$ cat src/rtl/cafeteira_programavel_pkg.sv
// maquina_pkg: shared definitions for the programmable coffee machine.
// Holds the 4-bit state codes, the state enum built on them, and the
// default parameter values. Sequence monitors and benches import it too.
package maquina_pkg;

  localparam int STATE_W          = 4;
  localparam int DEF_STEP_CYCLES  = 4;
  localparam int DEF_FILL_TIMEOUT = 16;
  localparam int DEF_CUPS_W       = 3;

  localparam logic [STATE_W-1:0] ST_IDLE              = 4'd1;
  localparam logic [STATE_W-1:0] ST_LIGAR_MAQUINA     = 4'd2;
  localparam logic [STATE_W-1:0] ST_VERIFICAR_AGUA    = 4'd3;
  localparam logic [STATE_W-1:0] ST_ENCHER_RESERV     = 4'd4;
  localparam logic [STATE_W-1:0] ST_MOER_CAFE         = 4'd5;
  localparam logic [STATE_W-1:0] ST_COLOCAR_NO_FILTRO = 4'd6;
  localparam logic [STATE_W-1:0] ST_PASSAR_AGITADOR   = 4'd7;
  localparam logic [STATE_W-1:0] ST_TAMPEAR           = 4'd8;
  localparam logic [STATE_W-1:0] ST_REALIZAR_EXTRACAO = 4'd9;
  localparam logic [STATE_W-1:0] ST_ERRO              = 4'd10;

  typedef enum logic [STATE_W-1:0] {
    S_IDLE     = ST_IDLE,
    S_LIGAR    = ST_LIGAR_MAQUINA,
    S_VERIF    = ST_VERIFICAR_AGUA,
    S_ENCHER   = ST_ENCHER_RESERV,
    S_MOER     = ST_MOER_CAFE,
    S_FILTRO   = ST_COLOCAR_NO_FILTRO,
    S_AGITADOR = ST_PASSAR_AGITADOR,
    S_TAMPEAR  = ST_TAMPEAR,
    S_EXTRACAO = ST_REALIZAR_EXTRACAO,
    S_ERRO     = ST_ERRO
  } state_t;

endpackage

$ cat src/rtl/cafeteira_programavel_step_timer.sv
// step_timer: cycle counter shared by the dwell and fill-timeout compares.
// Ports:
//   clk, rst : clock and synchronous active-high reset
//   clr      : synchronous clear (wins over en)
//   en       : count enable
//   limit    : terminal value; tc is high while the count equals it
//   tc       : terminal-count flag, decoded from the registered count
module step_timer #(
  parameter int W = 4
) (
  input  logic         clk,
  input  logic         rst,
  input  logic         clr,
  input  logic         en,
  input  logic [W-1:0] limit,
  output logic         tc
);

  logic [W-1:0] count_r;

  // Counter register: clear on state change, otherwise count while enabled.
  always_ff @(posedge clk) begin
    if (rst) begin
      count_r <= {W{1'b0}};
    end else if (clr) begin
      count_r <= {W{1'b0}};
    end else if (en) begin
      count_r <= count_r + W'(1);
    end else begin
      count_r <= count_r;
    end
  end

  assign tc = (count_r == limit);

endmodule

$ cat src/rtl/cafeteira_programavel.sv
// cafeteira_programavel: multi-cup brewing sequencer with programmable
// per-step dwell, water-level check with fill timeout, error and abort.
// Ports:
//   clk, rst  : clock and synchronous active-high reset
//   start     : begin a batch (IDLE only, cups must be non-zero)
//   cups      : cups requested, latched on an accepted start
//   agua_ok   : reservoir level sufficient
//   abort     : cancel the batch / leave ERRO
//   state     : current 4-bit state code
//   busy      : state != IDLE
//   done      : one-cycle pulse on normal batch completion
//   erro      : state == ERRO
//   cups_done : cups completed in the current or last batch
module cafeteira_programavel
  import maquina_pkg::*;
#(
  parameter int STEP_CYCLES  = DEF_STEP_CYCLES,
  parameter int FILL_TIMEOUT = DEF_FILL_TIMEOUT,
  parameter int CUPS_W       = DEF_CUPS_W
) (
  input  logic                clk,
  input  logic                rst,
  input  logic                start,
  input  logic [CUPS_W-1:0]   cups,
  input  logic                agua_ok,
  input  logic                abort,
  output logic [STATE_W-1:0]  state,
  output logic                busy,
  output logic                done,
  output logic                erro,
  output logic [CUPS_W-1:0]   cups_done
);

  localparam int MAX_CYC = (STEP_CYCLES > FILL_TIMEOUT) ? STEP_CYCLES : FILL_TIMEOUT;
  localparam int TW      = $clog2(MAX_CYC + 1);
  // tc fires in the last cycle of a dwell, so the compare value is N-1.
  localparam logic [TW-1:0] STEP_LIM = TW'(STEP_CYCLES - 1);
  localparam logic [TW-1:0] FILL_LIM = TW'(FILL_TIMEOUT - 1);

  state_t              state_r;
  state_t              state_next_s;
  logic [CUPS_W-1:0]   target_r;
  logic [CUPS_W-1:0]   cups_done_r;
  logic [CUPS_W-1:0]   cups_inc_s;
  logic                done_r;
  logic                tc_s;
  logic                timer_en_s;
  logic                timer_clr_s;
  logic [TW-1:0]       limit_s;
  logic                accept_s;
  logic                finish_s;

  assign accept_s    = (state_r == S_IDLE) && start && (cups != {CUPS_W{1'b0}});
  // Abort wins over the extraction finishing on the same edge.
  assign finish_s    = (state_r == S_EXTRACAO) && tc_s && !abort;
  assign timer_clr_s = (state_next_s != state_r);
  assign limit_s     = (state_r == S_ENCHER) ? FILL_LIM : STEP_LIM;

  // Saturating increment of the completed-cup counter.
  always_comb begin
    cups_inc_s = cups_done_r;
    if (cups_done_r == {CUPS_W{1'b1}}) begin
      cups_inc_s = cups_done_r;
    end else begin
      cups_inc_s = cups_done_r + CUPS_W'(1);
    end
  end

  // Timer runs only in states that dwell or wait for water.
  always_comb begin
    timer_en_s = 1'b0;
    case (state_r)
      S_ENCHER, S_MOER, S_FILTRO, S_AGITADOR, S_TAMPEAR, S_EXTRACAO: timer_en_s = 1'b1;
      default: timer_en_s = 1'b0;
    endcase
  end

  // Next-state logic; abort outside IDLE overrides every normal transition.
  always_comb begin
    state_next_s = state_r;
    if (abort && (state_r != S_IDLE)) begin
      state_next_s = S_IDLE;
    end else begin
      case (state_r)
        S_IDLE:     state_next_s = accept_s ? S_LIGAR : S_IDLE;
        S_LIGAR:    state_next_s = S_VERIF;
        S_VERIF:    state_next_s = agua_ok ? S_MOER : S_ENCHER;
        S_ENCHER: begin
          if (agua_ok) begin
            state_next_s = S_VERIF;
          end else if (tc_s) begin
            state_next_s = S_ERRO;
          end else begin
            state_next_s = S_ENCHER;
          end
        end
        S_MOER:     state_next_s = tc_s ? S_FILTRO   : S_MOER;
        S_FILTRO:   state_next_s = tc_s ? S_AGITADOR : S_FILTRO;
        S_AGITADOR: state_next_s = tc_s ? S_TAMPEAR  : S_AGITADOR;
        S_TAMPEAR:  state_next_s = tc_s ? S_EXTRACAO : S_TAMPEAR;
        S_EXTRACAO: begin
          if (!tc_s) begin
            state_next_s = S_EXTRACAO;
          end else if (cups_inc_s < target_r) begin
            state_next_s = S_VERIF;
          end else begin
            state_next_s = S_IDLE;
          end
        end
        S_ERRO:     state_next_s = S_ERRO;
        default:    state_next_s = S_IDLE;
      endcase
    end
  end

  // FSM state, batch registers and the registered done pulse.
  always_ff @(posedge clk) begin
    if (rst) begin
      state_r     <= S_IDLE;
      target_r    <= {CUPS_W{1'b0}};
      cups_done_r <= {CUPS_W{1'b0}};
      done_r      <= 1'b0;
    end else begin
      state_r <= state_next_s;
      done_r  <= finish_s && !(cups_inc_s < target_r);
      if (accept_s) begin
        target_r    <= cups;
        cups_done_r <= {CUPS_W{1'b0}};
      end else if (finish_s) begin
        target_r    <= target_r;
        cups_done_r <= cups_inc_s;
      end else begin
        target_r    <= target_r;
        cups_done_r <= cups_done_r;
      end
    end
  end

  step_timer #(.W(TW)) u_timer (
    .clk   (clk),
    .rst   (rst),
    .clr   (timer_clr_s),
    .en    (timer_en_s),
    .limit (limit_s),
    .tc    (tc_s)
  );

  assign state     = state_r;
  assign busy      = (state_r != S_IDLE);
  assign erro      = (state_r == S_ERRO);
  assign done      = done_r;
  assign cups_done = cups_done_r;

endmodule

$ cat config.mk
export PLATFORM = sky130hd
export DESIGN_NAME = cafeteira_programavel
export DESIGN_NICKNAME = d
export VERILOG_FILES = /design/src/rtl/cafeteira_programavel_pkg.sv /design/src/rtl/cafeteira_programavel_step_timer.sv /design/src/rtl/cafeteira_programavel.sv
export SDC_FILE = /design/constraint.sdc
export NUM_CORES = 1
export LEC_CHECK = 0
export ABC_CLOCK_PERIOD_IN_PS = 1800
export CAP_MARGIN = 30
export CORE_MARGIN = 3
export CORE_UTILIZATION = 45
export CTS_CLUSTER_SIZE = 20
export DETAILED_ROUTE_END_ITERATION = 12
export PLACE_DENSITY = 0.69
export SYNTH_ARGS = -nofsm -noshare
export SYNTH_HDL_FRONTEND = slang
export SYNTH_SLANG_ARGS = --single-unit
$ cat constraint.sdc
create_clock -name clk -period 1.8 [get_ports clk]
set_input_delay 0.36 -clock clk [delete_from_list [all_inputs] [get_ports clk]]
set_output_delay 0.36 -clock clk [all_outputs]
set_load 0.005 [all_outputs]
After elaboration in Yosys (flattened, before gate mapping)
Cells that the tools add are included.
{"block": "classes", "addsub": 2, "n_lt_le_gt_ge": 1, "eq_ne": 14, "n_mux": 15, "reduce_logical": 12}
{"operator": "4-bit case mux with 10 select lines", "n": 1}
{"operator": "4-bit two-way mux", "n": 6}
{"operator": "4-bit by 3-bit == test with 1-bit output (second input constant)", "n": 4}
{"operator": "4-bit == test (second input constant)", "n": 3}
{"operator": "4-bit by 2-bit == test with 1-bit output (second input constant)", "n": 2}
{"operator": "1-bit logical AND", "n": 6}
{"operator": "2-bit two-way mux", "n": 3}
{"operator": "6-bit OR reduction", "n": 1}
{"operator": "5-bit by 1-bit adder with 5-bit output (second input constant)", "n": 1}
{"operator": "5-bit by 4-bit == test with 1-bit output", "n": 1}
{"operator": "4-bit by 1-bit == test with 1-bit output (second input constant)", "n": 1}
{"operator": "1-bit two-way mux", "n": 4}
{"operator": "4-bit by 1-bit != test with 1-bit output (second input constant)", "n": 1}
{"operator": "4-bit != test", "n": 1}
{"operator": "2-bit OR reduction", "n": 2}
{"operator": "3-bit by 1-bit adder with 3-bit output (second input constant)", "n": 1}
{"operator": "3-bit == test (second input constant)", "n": 1}
{"operator": "3-bit less-than comparator", "n": 1}
{"operator": "3-bit two-way mux", "n": 1}
{"operator": "3-bit nonzero test", "n": 1}
{"operator": "1-bit zero test", "n": 2}
{"block": "totals", "ff_bits": 16, "in_bits": 8}

Logic depth before layout (Yosys ltp)
Gate-level depths: netlist of the first run.
{"block": "depth", "depth_word": 9, "depth_mapped": 8, "depth_no_buf": 8}

Cells and area by module
Synthesis of the first run repeated with hierarchy kept, for this count alone.
{"block": "hier_totals", "cells_unflattened": 132, "area_unflattened_um2": 1124.8}
{"mod": "cafeteira_programavel", "n_inst": 1, "cells_each": 106, "area_per_inst_um2": 872.1}
{"mod": "step_timer", "n_inst": 1, "cells_each": 26, "area_per_inst_um2": 252.7}

Worst setup path after synthesis of the first run
No wires, ideal clock.
{"block": "synth_timing", "path_kind": "reg2reg", "startpoint": "reg u_timer.count_r[0]", "endpoint": "reg u_timer.count_r[0]", "setup_time_ns": 0.124, "arrival_ns": 1.726, "slack_ns": -0.051, "path_stages_with_launch": 8, "n_path_buf": 1, "synth_period_minus_slack_ns": 1.851, "cell_sequence": "dfxtp_1 > ha_1 > or4b_4 > buf_6 > mux2i_4 > a41oi_2 > o221ai_2 > nor2_1"}
{"block": "synth_via", "elab_chain_cells": 7}
{"item": "start, declared", "line_no": "cafeteira_programavel_step_timer.sv:19", "source": "logic [W-1:0] count_r;"}
{"item": "start signal, assigned", "line_no": "cafeteira_programavel_step_timer.sv:24", "source": "count_r <= {W{1'b0}};"}
{"item": "start signal, assigned", "line_no": "cafeteira_programavel_step_timer.sv:26", "source": "count_r <= {W{1'b0}};"}
{"item": "start signal, assigned", "line_no": "cafeteira_programavel_step_timer.sv:28", "source": "count_r <= count_r + W'(1);"}
{"item": "5-bit by 4-bit == test with 1-bit output", "line_no": "cafeteira_programavel_step_timer.sv:34", "source": "assign tc = (count_r == limit);"}
{"item": "4-bit two-way mux", "line_no": "cafeteira_programavel.sv:91", "source": "end else if (tc_s) begin"}
{"item": "4-bit two-way mux", "line_no": "cafeteira_programavel.sv:89", "source": "if (agua_ok) begin"}
{"item": "4-bit case mux with 10 select lines", "line_no": "cafeteira_programavel.sv:84", "source": "case (state_r)"}
{"item": "4-bit two-way mux", "line_no": "cafeteira_programavel.sv:81", "source": "if (abort && (state_r != S_IDLE)) begin"}
{"item": "4-bit != test", "line_no": "cafeteira_programavel.sv:56", "source": "assign timer_clr_s = (state_next_s != state_r);"}
{"item": "2-bit OR reduction (no line)"}
Parallel ways exist; a longest one is shown, timed or not.
A chain may end at the register's enable or synchronous reset.

Worst setup path in the final report of the first run
{"block": "layout_timing", "startpoint": "reg u_timer.count_r[1]", "endpoint": "reg state_r[3] (netlist: state[3])"}
{"block": "layout_via", "elab_chain_cells": 5}
{"item": "5-bit by 4-bit == test with 1-bit output *", "line_no": "cafeteira_programavel_step_timer.sv:34"}
{"item": "4-bit two-way mux", "line_no": "cafeteira_programavel.sv:91"}
{"item": "4-bit two-way mux", "line_no": "cafeteira_programavel.sv:89"}
{"item": "4-bit case mux with 10 select lines *", "line_no": "cafeteira_programavel.sv:84"}
{"item": "4-bit two-way mux *", "line_no": "cafeteira_programavel.sv:81"}
{"item": "end signal, assigned", "line_no": "cafeteira_programavel.sv:124", "source": "state_r <= state_next_s;"}
{"item": "end, declared", "line_no": "cafeteira_programavel.sv:40", "source": "state_t state_r;"}
Every way passes the cells marked *; elsewhere a longest branch is shown, timed or not.

==> run metrics, run 1 <==
Min Clock Period, post-route=around 1800 ps; clock-pin slew on the worst setup and hold paths=around 80 ps; Net Sw Power=0.347 mW; ys flop type=dfxtp_1; DIE AREA=~3400 µm²; HPWL after DPL=~2500 µm; CTS sink count=16; Simple-Gate Fraction of Synth Area=a little under a third; Max Cap Violations=0; post-synthesis cell type count=49; gpl congestion=0.882; Rows=18; most instantiated cells after synthesis=dfxtp_1, nor2_1, a21oi_1; max-slew violations=0; Peak Freq=roughly 540 MHz; Worst EP required=1970 ps; Final Hold Vio Count=0; worst ir drop on vdd=slightly below 0.5 mV; first-pass GRT wire length=~5300 µm; final worst path period share=102%; RSZ-0062 raised after global routing=true; Root Driver=clkbuf_4; critical path type=flip-flop to flip-flop; Synth Area in Compound Gates=around a quarter; mux cell area share after synthesis=under 10%; Routed Antenna Nets=0; H-Tree Depth=1; Switching Fraction=roughly a third; initial antenna violation count=0; I/O Buffers=17; Layout Skew=1.16 ps; clock network fraction of total power=between 15 and 20%; Reg power frac=between 30% and 40%; share of layout cells above drive strength 1=39.6%; PD cells=approximately 560 nW/µm²; Crit Path Max Fanout=6; Ports=18; CORE AREA=between 2000 and 3000 µm²; #FFs+latches synth=16; crit end category=flip-flop; Pre-antenna DRT Iters=4; fin worst setup slack=-43.7 ps; WP data arrival=~2000 ps; CTS max path bufs=2; synth warn=0; failing checks=negative setup slack; xor and xnor area share after synthesis=under 10%; Worst-Skew Late Latency=280 ps; GRT Total Usage=20.0%; DR DRC count=0; Cells after Synth=around 140; drt total wl=roughly 3300 µm; die width=a little under 60 µm; post-synthesis sequential area ratio=around a quarter; Vias/cell=5.82; fin cells=222; CTS Buf Count=3; Synth Area in Adders=4.09%; number of global-route vias before repair=between 1000 and 1500; most common cell in the netlist=dfxtp_1; Die Ht=just under 60 µm; pin count of the biggest net entering global routing=11; vias post-DR=1291; post-synth top area cell=dfxtp_1; Hold/Removal Path Class=flip-flop to flip-flop; Routed WL per cell=about 15 µm; Initial Utilization=48.6%; Final setup viols=6; Worst-Margin Slew=roughly 370 ps; Area Overhead vs Synth=48.7%; Pint=approximately 0.67 mW; Post-Syn Area=approximately 1200 µm²; largest family of logic cells by synthesized area=simple AND/OR/NAND/NOR gates; n_diodes=0; top-area cell type share of the netlist area=around a quarter; violation count after the first detailed-routing iteration=54; Syn Nets=around 150; Post-synth EDFFs=0; Syn Area/Cell=around 8.6 µm²; startpoint types=flip-flop; Synth async-reset ratio=0%; slew margin rel.=roughly 75%; CTS tree=done; outcome=complete, but fails checks; Overflow after GRT=0; leak pwr=0.721 nW; dpl cells=between 200 and 250; Post-Place Setup Slack=-354 ps; top area cells in the synthesized netlist=dfxtp_1, nor2_1, a21oi_1; Layout Nets=206; combinational share of power=about 43%
[critical path, cell delays in order, from the launching register on]
cell and delay, ps:
dfxtp_2 360, ha_4 140, or4b_4 540, mux2i_4 190
buf_4 160, buf_4 100, nor2_1 30, o21bai_1 140
a21oi_1 80
[cell type report]
| type | instances | area (µm²) |
|---|---|---|
| multi-input combinational | 112 | 953 |
| clock buffer | 3 | 22.5 |
| sequential | 16 | 333 |
| inverter | 6 | 22.5 |
| tap | 30 | 37.5 |
| timing repair buffer | 55 | 453 |
| fill | 192 | 701 |
[registers in the layout, indices dropped and copies added (netlist names)]
register,cells
cups_done,3
done,1
state,4
target_r,3
u_timer.count_r,5
[placed cells by master, fill, tap and decap left out, types with 2 or more instances in the layout]
cell type	n
o21bai_1	2
dfxtp_2	4
o21ai_0	7
xnor2_1	4
nor3_2	3
mux2i_1	4
nand2b_1	7
nor3_1	3
clkdlybuf4s50_1	15
o2111ai_1	3
nor4b_4	3
nor2_2	2
ha_1	2
nand4_1	5
mux2_2	2
clkbuf_4	3
dfxtp_4	2
nor2b_1	2
nand2_1	6
dfxtp_1	10
nor2_1	13
a21oi_1	10
buf_4	38
inv_1	6
dlygate4sd2_1	2
or2_2	3
nor3b_1	2
[final timing paths]
check | slack, ps | end | from | depth (start not counted)
worst max-delay path | -40 | state[3]$_SDFF_PP0_ | u_timer.count_r[1]$_SDFFE_PP0P_ | 8
worst max register to register | -40 | state[3]$_SDFF_PP0_ | u_timer.count_r[1]$_SDFFE_PP0P_ | 8
worst min register to register | 500 | target_r[0]$_SDFFE_PP0P_ | target_r[0]$_SDFFE_PP0P_ | 2
worst min-delay path | 500 | target_r[0]$_SDFFE_PP0P_ | target_r[0]$_SDFFE_PP0P_ | 2
[logic make-up after synthesis]
group           after synthesis
compound gates               39
xor+xnor                      5
fa+ha+maj                     4
buf+inv                      14
flops                        16
mux                           7
simple gates                 57
[power by group through the flow]
| stage | Combinational [mW] | Sequential (mW) | Clock [mW] |
|---|---|---|---|
| after detailed placement | 0.379 | 0.406 | 0 |
| after CTS | 0.384 | 0.401 | 0.189 |
| after global routing | 0.470 | 0.406 | 0.202 |
| final | 0.437 | 0.402 | 0.181 |
| after global placement | 0.371 | 0.406 | 0 |
| after floorplan | 0.226 | 0.401 | 0 |
[through the flow]
stage / utilization (%) / power [mW] / hold slack [ps] / TNS [ps] / cell area [µm²]
finish: 72.2 / 1.02 / 499 / -138 / 1820
CTS: 68.0 / 0.974 / 515 / -18.3 / 1720
detailed placement: 65.6 / 0.786 / 494 / -1990 / 1660
floorplan: - / 0.626 / 453 / 0 / 1240
global route: 72.2 / 1.08 / 541 / -648 / 1820
global placement: 65.6 / 0.776 / 479 / -1580 / 1660
[per-layer routing]
| metal | part of all wire [%] | up-vias | global-route usage, % | routed length (µm) |
|---|---|---|---|---|
| li1 | - | 631 | - | - |
| met5 | 0 | - | 0 | 0 |
| met4 | 3.4 | 0 | 12.9 | 110 |
| met3 | 4.1 | 11 | 1.56 | 136 |
| met1 | 45 | 610 | 25.5 | 1480 |
| met2 | 47 | 39 | 32.4 | 1550 |
[timing repair]
action	in CTS	in global routing
pin swaps	4	3
hold buffers	0	0
setup endpoints to repair	9	13
setup buffers	2	2
resized for setup	10	14
Note: power is estimated with default switching activity, not from simulation.
==> inputs of run 2 (changes only) <==
--- a/config.mk
+++ b/config.mk
@@ -5,9 +5,8 @@
 export SDC_FILE = /design/constraint.sdc
 export NUM_CORES = 1
 export LEC_CHECK = 0
-export ABC_CLOCK_PERIOD_IN_PS = 1800
+export ABC_CLOCK_PERIOD_IN_PS = 1600
 export CAP_MARGIN = 30
-export CORE_MARGIN = 3
 export CORE_UTILIZATION = 45
 export CTS_CLUSTER_SIZE = 20
 export DETAILED_ROUTE_END_ITERATION = 12
==> constraint.sdc (replaced) <==
create_clock -name clk -period 1.6 [get_ports clk]
set_input_delay 0.32 -clock clk [delete_from_list [all_inputs] [get_ports clk]]
set_output_delay 0.32 -clock clk [all_outputs]
set_load 0.005 [all_outputs]
==> run 2 against run 1 <==
The run still ends with negative setup slack left. Worst hold slack improved by 23 ps. First-iteration DRC count increased by 3.7%. Maximum frequency fell by 2.0%. Cell area rose by 9.9%. Routed wire length increased by 14%. Combinational power increased by 33%. Register-to-register slack worse by 240 ps. Non-clock buffer count grew 8. Critical path depth fell by 1. Die area is 13% lower. Largest cell class unchanged.
==> run metrics, run 2 (synthesis gave the netlist of run 1 again) <==
H-Tree Depth=1 (unchanged); initial antenna violation count=0 (unchanged); RSZ-0062 raised after global routing=true; CTS Buf Count=3 (unchanged); CP cell instances=ha_4 -> or4b_4 -> buf_12 -> nor4_4 -> nand2_1 -> xor2_1 -> nor3_2; GRT Total Usage=29.2% (+9.2 points); violation count after the first detailed-routing iteration=56 (+3.7%); hold_ws=522 ps (+23.1 ps); share of layout cells above drive strength 1=48.8% (+9.2 points); max-slew violations=0 (unchanged); WP buf/inv=1 (-1); DIE AREA=2930 µm² (-13%); final worst path period share=118% (+15 points); Die Ht=54.2 µm (-6.9%); Worst EP required=1790 ps (-180 ps); first-pass GRT wire length=6070 µm (+14%); flip-flop count of the largest register after layout=5 (unchanged); outcome=complete, but fails checks; failing checks=negative setup slack; Slowest cell on crit path=or4b_4; clock network fraction of total power=20.8% (+3.0 points); Layout Skew=0.869 ps (-0.295 ps); commonest non-fill, non-tap cell in the layout=buf_4; number of global-route vias before repair=1394 (+12%); crit-path max cell delay=490 ps (-50 ps); Max Cap Violations=0 (unchanged); Area Overhead vs Synth=63.4%; DR DRC count=0 (unchanged); HPWL after DPL=2670 µm (+5.2%); leak pwr=0.816 nW (+13%); critical path type=flip-flop to flip-flop; FF/Latch Area=337 µm² (+1.1%); worst ir drop on vdd=0.531 mV (+7.8%); Worst-Margin Slew=421 ps (+52.0 ps); most frequent cells in the layout=buf_4, nor2_1, clkdlybuf4s50_1; Crit Path Max Fanout=6 (unchanged); Routed WL per cell=16.1 µm (+9.1%); startpoint types=flip-flop; Min Clock Period, post-route=1880 ps (+38.6 ps); n_diodes=0 (unchanged); die width=54.2 µm (-6.9%); slew margin rel.=71.8% (-3.5 points); Pint=0.861 mW (+28%); combinational share of power=44.9% (+2.1 points); cts hold-fix bufs=0 (unchanged); Vias/cell=5.80 (-0.32%); Final Hold Vio Count=0 (unchanged); Ports=18 (unchanged); Worst-Skew Late Latency=290 ps (about the same); Root Driver=clkbuf_4; drt total wl=3730 µm (+14%); I/O Buffers=17 (unchanged); vias post-DR=1339 (+3.7%); Rows=18 (unchanged); CTS tree=done; area occupied by multi-input gates=1020 µm² (+6.6%); Initial Utilization=48.6% (unchanged); Final setup viols=16 (+10); Routed Antenna Nets=0 (unchanged); Net Sw Power=0.438 mW (+26%); PD cells=649 nW/µm² (+16%); gpl congestion=0.914 (+3.7%); Largest Register=u_timer.count_r; Reg power frac=34.3% (-5.1 points); clock-pin slew on the worst setup and hold paths=90 ps (about the same); Overflow after GRT=0 (unchanged); Peak Freq=531 MHz (-2.0%); Hold/Removal Path Class=flip-flop to flip-flop; Layout Nets=214 (+3.9%); Pre-antenna DRT Iters=4 (unchanged); CTS max path bufs=2 (unchanged); # fillers=169 (-12%); top cell family by delay on the critical path=simple AND/OR/NAND/NOR gates; pin count of the biggest net entering global routing=10 (-1); CORE AREA=2520 µm² (unchanged); CTS sink count=16 (unchanged); WP data arrival=2070 ps (+50 ps); crit end category=flip-flop; setup TNS=-2700 ps (-2570 ps); fin worst setup slack=-282 ps (-239 ps); Switching Fraction=33.7% (-0.36 points)
run 2: changes by cell type in the layout (fill, tap and decap cells not counted), sizes merged:
| cell | delta |
|---|---|
| clkdlybuf4s50 | -4 |
| dlymetal6s2s | +2 |
| buf | +8 |
| clkdlybuf4s15 | +1 |
| clkbuf | +2 |
run 2: power groups by stage:
stage                     Sequential (mW)  Combinational [mW]  Clock, mW
after CTS                           0.445               0.539      0.271
final                               0.446               0.583      0.270
after global placement              0.459               0.428          0
after floorplan                     0.451               0.261          0
after detailed placement            0.460               0.440          0
after global routing                0.448               0.622      0.295
run 2: routing by layer:
layer / vias up / share of wire (%) / global-route usage (%)
met1: 642 / 41 / 33.4
li1: 644 / - / -
met3: 4 / 4.4 / 2.54
met4: 0 / 0.94 / 13.7
met5: - / 0 / 0
met2: 49 / 53 / 53.7
run 2: cell type report:
type | count | share of cell area [%]
well taps | 30 | 1.88
inverters | 6 | 1.13
repair buffers | 63 | 27.6
flip-flops and latches | 16 | 16.8
clock buffers | 4 | 1.81
multi-input cells | 112 | 50.7
run 2: final timing paths:
| kind | startpoint | to | slack, ps | depth (start not counted) |
|---|---|---|---|---|
| worst max-delay path | u_timer.count_r[1]$_SDFFE_PP0P_ | cups_done[0]$_SDFFE_PP0P_ | -280 | 7 |
| worst max register to register | u_timer.count_r[1]$_SDFFE_PP0P_ | cups_done[0]$_SDFFE_PP0P_ | -280 | 7 |
| worst min register to register | target_r[1]$_SDFFE_PP0P_ | target_r[1]$_SDFFE_PP0P_ | 520 | 2 |
| worst min-delay path | target_r[1]$_SDFFE_PP0P_ | target_r[1]$_SDFFE_PP0P_ | 520 | 2 |
run 2: timing repair:
item	in CTS	in global routing
endpoints found under the hold margin	0	0
setup buffers	12	1
pin swaps	8	14
resized for setup	30	18
endpoints found under the setup margin	22	22
run 2: worst reg2reg max path: cells and delay by family (launching register included):
| family | cells | cell delay, ps |
|---|---|---|
| XOR/XNOR | 1 | 210 |
| adder cells (fa/ha/maj) | 1 | 140 |
| buffers and inverters | 1 | 160 |
| flip-flops | 1 | 370 |
| AND/OR/NAND/NOR | 4 | 900 |
run 2: metrics by stage:
stage          total power [mW]  instances  util, %  instance area (µm²)  setup slack, ps
3_5_place_dp              0.900        216     67.9                 1710             -467
4_1_cts                    1.26        232     77.1                 1950             -286
6_report                   1.30        231     79.4                 2000             -282
2_1_floorplan             0.712        142        -                 1260             -173
5_1_grt                    1.37        231     79.4                 2000             -352
3_3_place_gp              0.887        216     67.9                 1710             -435
==> edit (settings of run 2) <==
The package constant `DEF_FILL_TIMEOUT` goes from 16 to 32.
--- a/src/rtl/cafeteira_programavel_pkg.sv
+++ b/src/rtl/cafeteira_programavel_pkg.sv
@@ -5,7 +5,7 @@
 
   localparam int STATE_W          = 4;
   localparam int DEF_STEP_CYCLES  = 4;
-  localparam int DEF_FILL_TIMEOUT = 16;
+  localparam int DEF_FILL_TIMEOUT = 32;
   localparam int DEF_CUPS_W       = 3;
 
   localparam logic [STATE_W-1:0] ST_IDLE              = 4'd1;
Function: same outputs for any inputs over 10 cycles, from zero or initial values and one cycle with rst high; that may be too few to reach the edited logic, so the function may still have changed.
==> edit against run 2 <==
The flow still finishes with violations (setup timing). Final cell count rose by 19%. Synthesized area increased by 7.5%. Setup slack got worse by 450 ps. Combinational power grew 38%. Routed wire length up 68%. Sequential cell count up 1. Sequential power increased by 6.7%. Total power grew 18%. Utilization rose by 5.3 points. Design area up 17%. Critical path depth is 1 higher. Highest routed layer unchanged.
==> edit: results (changes against run 2) <==
finish:
  fin_util_pct: 84.7  # was 79.4%
  drive_above_1_share_pct: 52.3  # was 48.8%
  largest_register_ffs: 6  # was 5
  antennaDiodeCount: 0  # unchanged
  fin_cells: 274  # was 231
  fin_nets: 256  # was 214
timing:
  clock_skew_ps: 2.58  # was 0.869 ps
  tns_ps: -9970  # was -2700 ps
  finalSetupViolCount: 19  # was 16
  fin_ws_ps: -728  # was -282 ps
  tightest_slew_ps: 623  # was 421 ps
clock_tree:
  clk_pin_slew_worst_paths_ps: 110  # was 90 ps
  cts_made_buffers: 3  # unchanged
  clk_latency_ps: 310  # was 290 ps
placement:
  post_dp_cell_area_um2: 1890  # was 1710 µm²
  dpl_worst_slack_ps: -639  # was -467 ps
  dp_cells: 246  # was 216
  port_buffers: 17  # unchanged
  place_hpwl_um: 2920  # was 2670 µm
  routabilityCongestion: 0.933  # was 0.914
critical_path:
  slowest_stage: "or3b_2"  # was or4b_4
  arrival_ps: 2530  # was 2070 ps
  slowest_delay_ps: 530  # was 490 ps
  critPathLaunch: "state[2]"  # was u_timer.count_r[1]
  path_max_fanout: 6  # unchanged
detailed_routing:
  num_vias: 1797  # was 1339
  totalWireLength_um: 6260  # was 3730 µm
  drt_pass1_iterations: 4  # unchanged
  drt-initial-drc-count: 183  # was 56
synthesis:
  syn_nets: 170  # was 154
  synth_common_cells: "17 x dfxtp_1, 13 x nor2_1, 10 x nand2_1, 9 x a21oi_1, 7 x nor3_1"  # was 16 x dfxtp_1, 15 x nor2_1, 10 x a21oi_1
  synth-seq-area-share_pct: 25.9  # was 26.1%
  yosysUniqueCellTypes: 56  # was 49
  synth_cells: 158  # was 142
  synth_area_leaders: "dfxtp_1 26%, mux2i_1 4.6%, ha_1 3.8%"  # was dfxtp_1 26%, nor2_1 4.6%, a21oi_1 4.1%
run_status:
  violations: "setup timing"  # unchanged
  status: "finished, violations left"  # unchanged
pwr:
  p_leak_uw: 0.000995  # was 0.000816 µW
  peakVddDrop_v: 0.000767  # was 0.000531 V
min_path:
  min_path_type: "reg -> reg"  # unchanged
  hp-start: "u_timer.count_r[1]"  # was target_r[1]
global_routing:
  grt_max_degree: 12  # was 10
  grt_pass1_wl_um: 7540  # was 6070 µm
  antenna_found_initial: 0  # unchanged
  grt_usage_pct: 30.7  # was 29.2%
  grt_pass1_vias: 1588  # was 1394
==> edit: repair_timing <==
action,CTS,global route
gates resized for setup,47,19
hold endpoints to repair,0,0
setup endpoints to repair,24,21
setup buffers,14,12
pin swaps,14,21
==> edit: worst paths after layout <==
kind,end,slack (ps),cells after the start
max reg2reg,cups_done[1],-730,8
min,u_timer.count_r[1],570,2
max,cups_done[1],-730,8
min reg2reg,u_timer.count_r[1],570,2
==> edit: final cells by class <==
class,instances,area [µm²]
multi-input cells,126,1110
repair buffers,92,787
fillers,147,422
flip-flops and latches,17,359
well taps,31,38.8
clock buffers,4,26.3
inverters,4,15.0
==> edit: cell families after synthesis <==
group / count (synthesis) / synth area share [%]
XOR/XNOR: 6 / 3.99
adder cells (fa/ha/maj): 4 / 3.80
AO/OA/AOI/OAI: 42 / 25.1
buffers and inverters: 15 / 5.23
flip-flops: 17 / 25.9
AND/OR/NAND/NOR: 66 / 29.5
multiplexers: 8 / 6.56
==> edit: power by group <==
| part | internal [µW] | leakage (µW) | total, µW | switching, µW |
|---|---|---|---|---|
| clock network | 97.6 | 0.0000150 | 255 | 157 |
| registers | 445 | 0.000142 | 476 | 31.4 |
| logic | 403 | 0.000838 | 807 | 403 |
| total | 946 | 0.000995 | 1540 | 592 |
==> edit: routing by layer <==
metal | GRT usage [%] | share of wire (%)
met5 | 0 | 0
met4 | 13.6 | 8.2
met3 | 6.51 | 9.5
met1 | 34.7 | 35
met2 | 55.1 | 47
==> edit: worst reg2reg max path, stage by stage, from the launching register on <==
cell      delay (ps)
dfxtp_4          390
nand2b_1         190
or3b_2           530
buf_4            170
nor4_4           280
buf_4            190
buf_4            120
mux2i_1          270
nor3_1            90
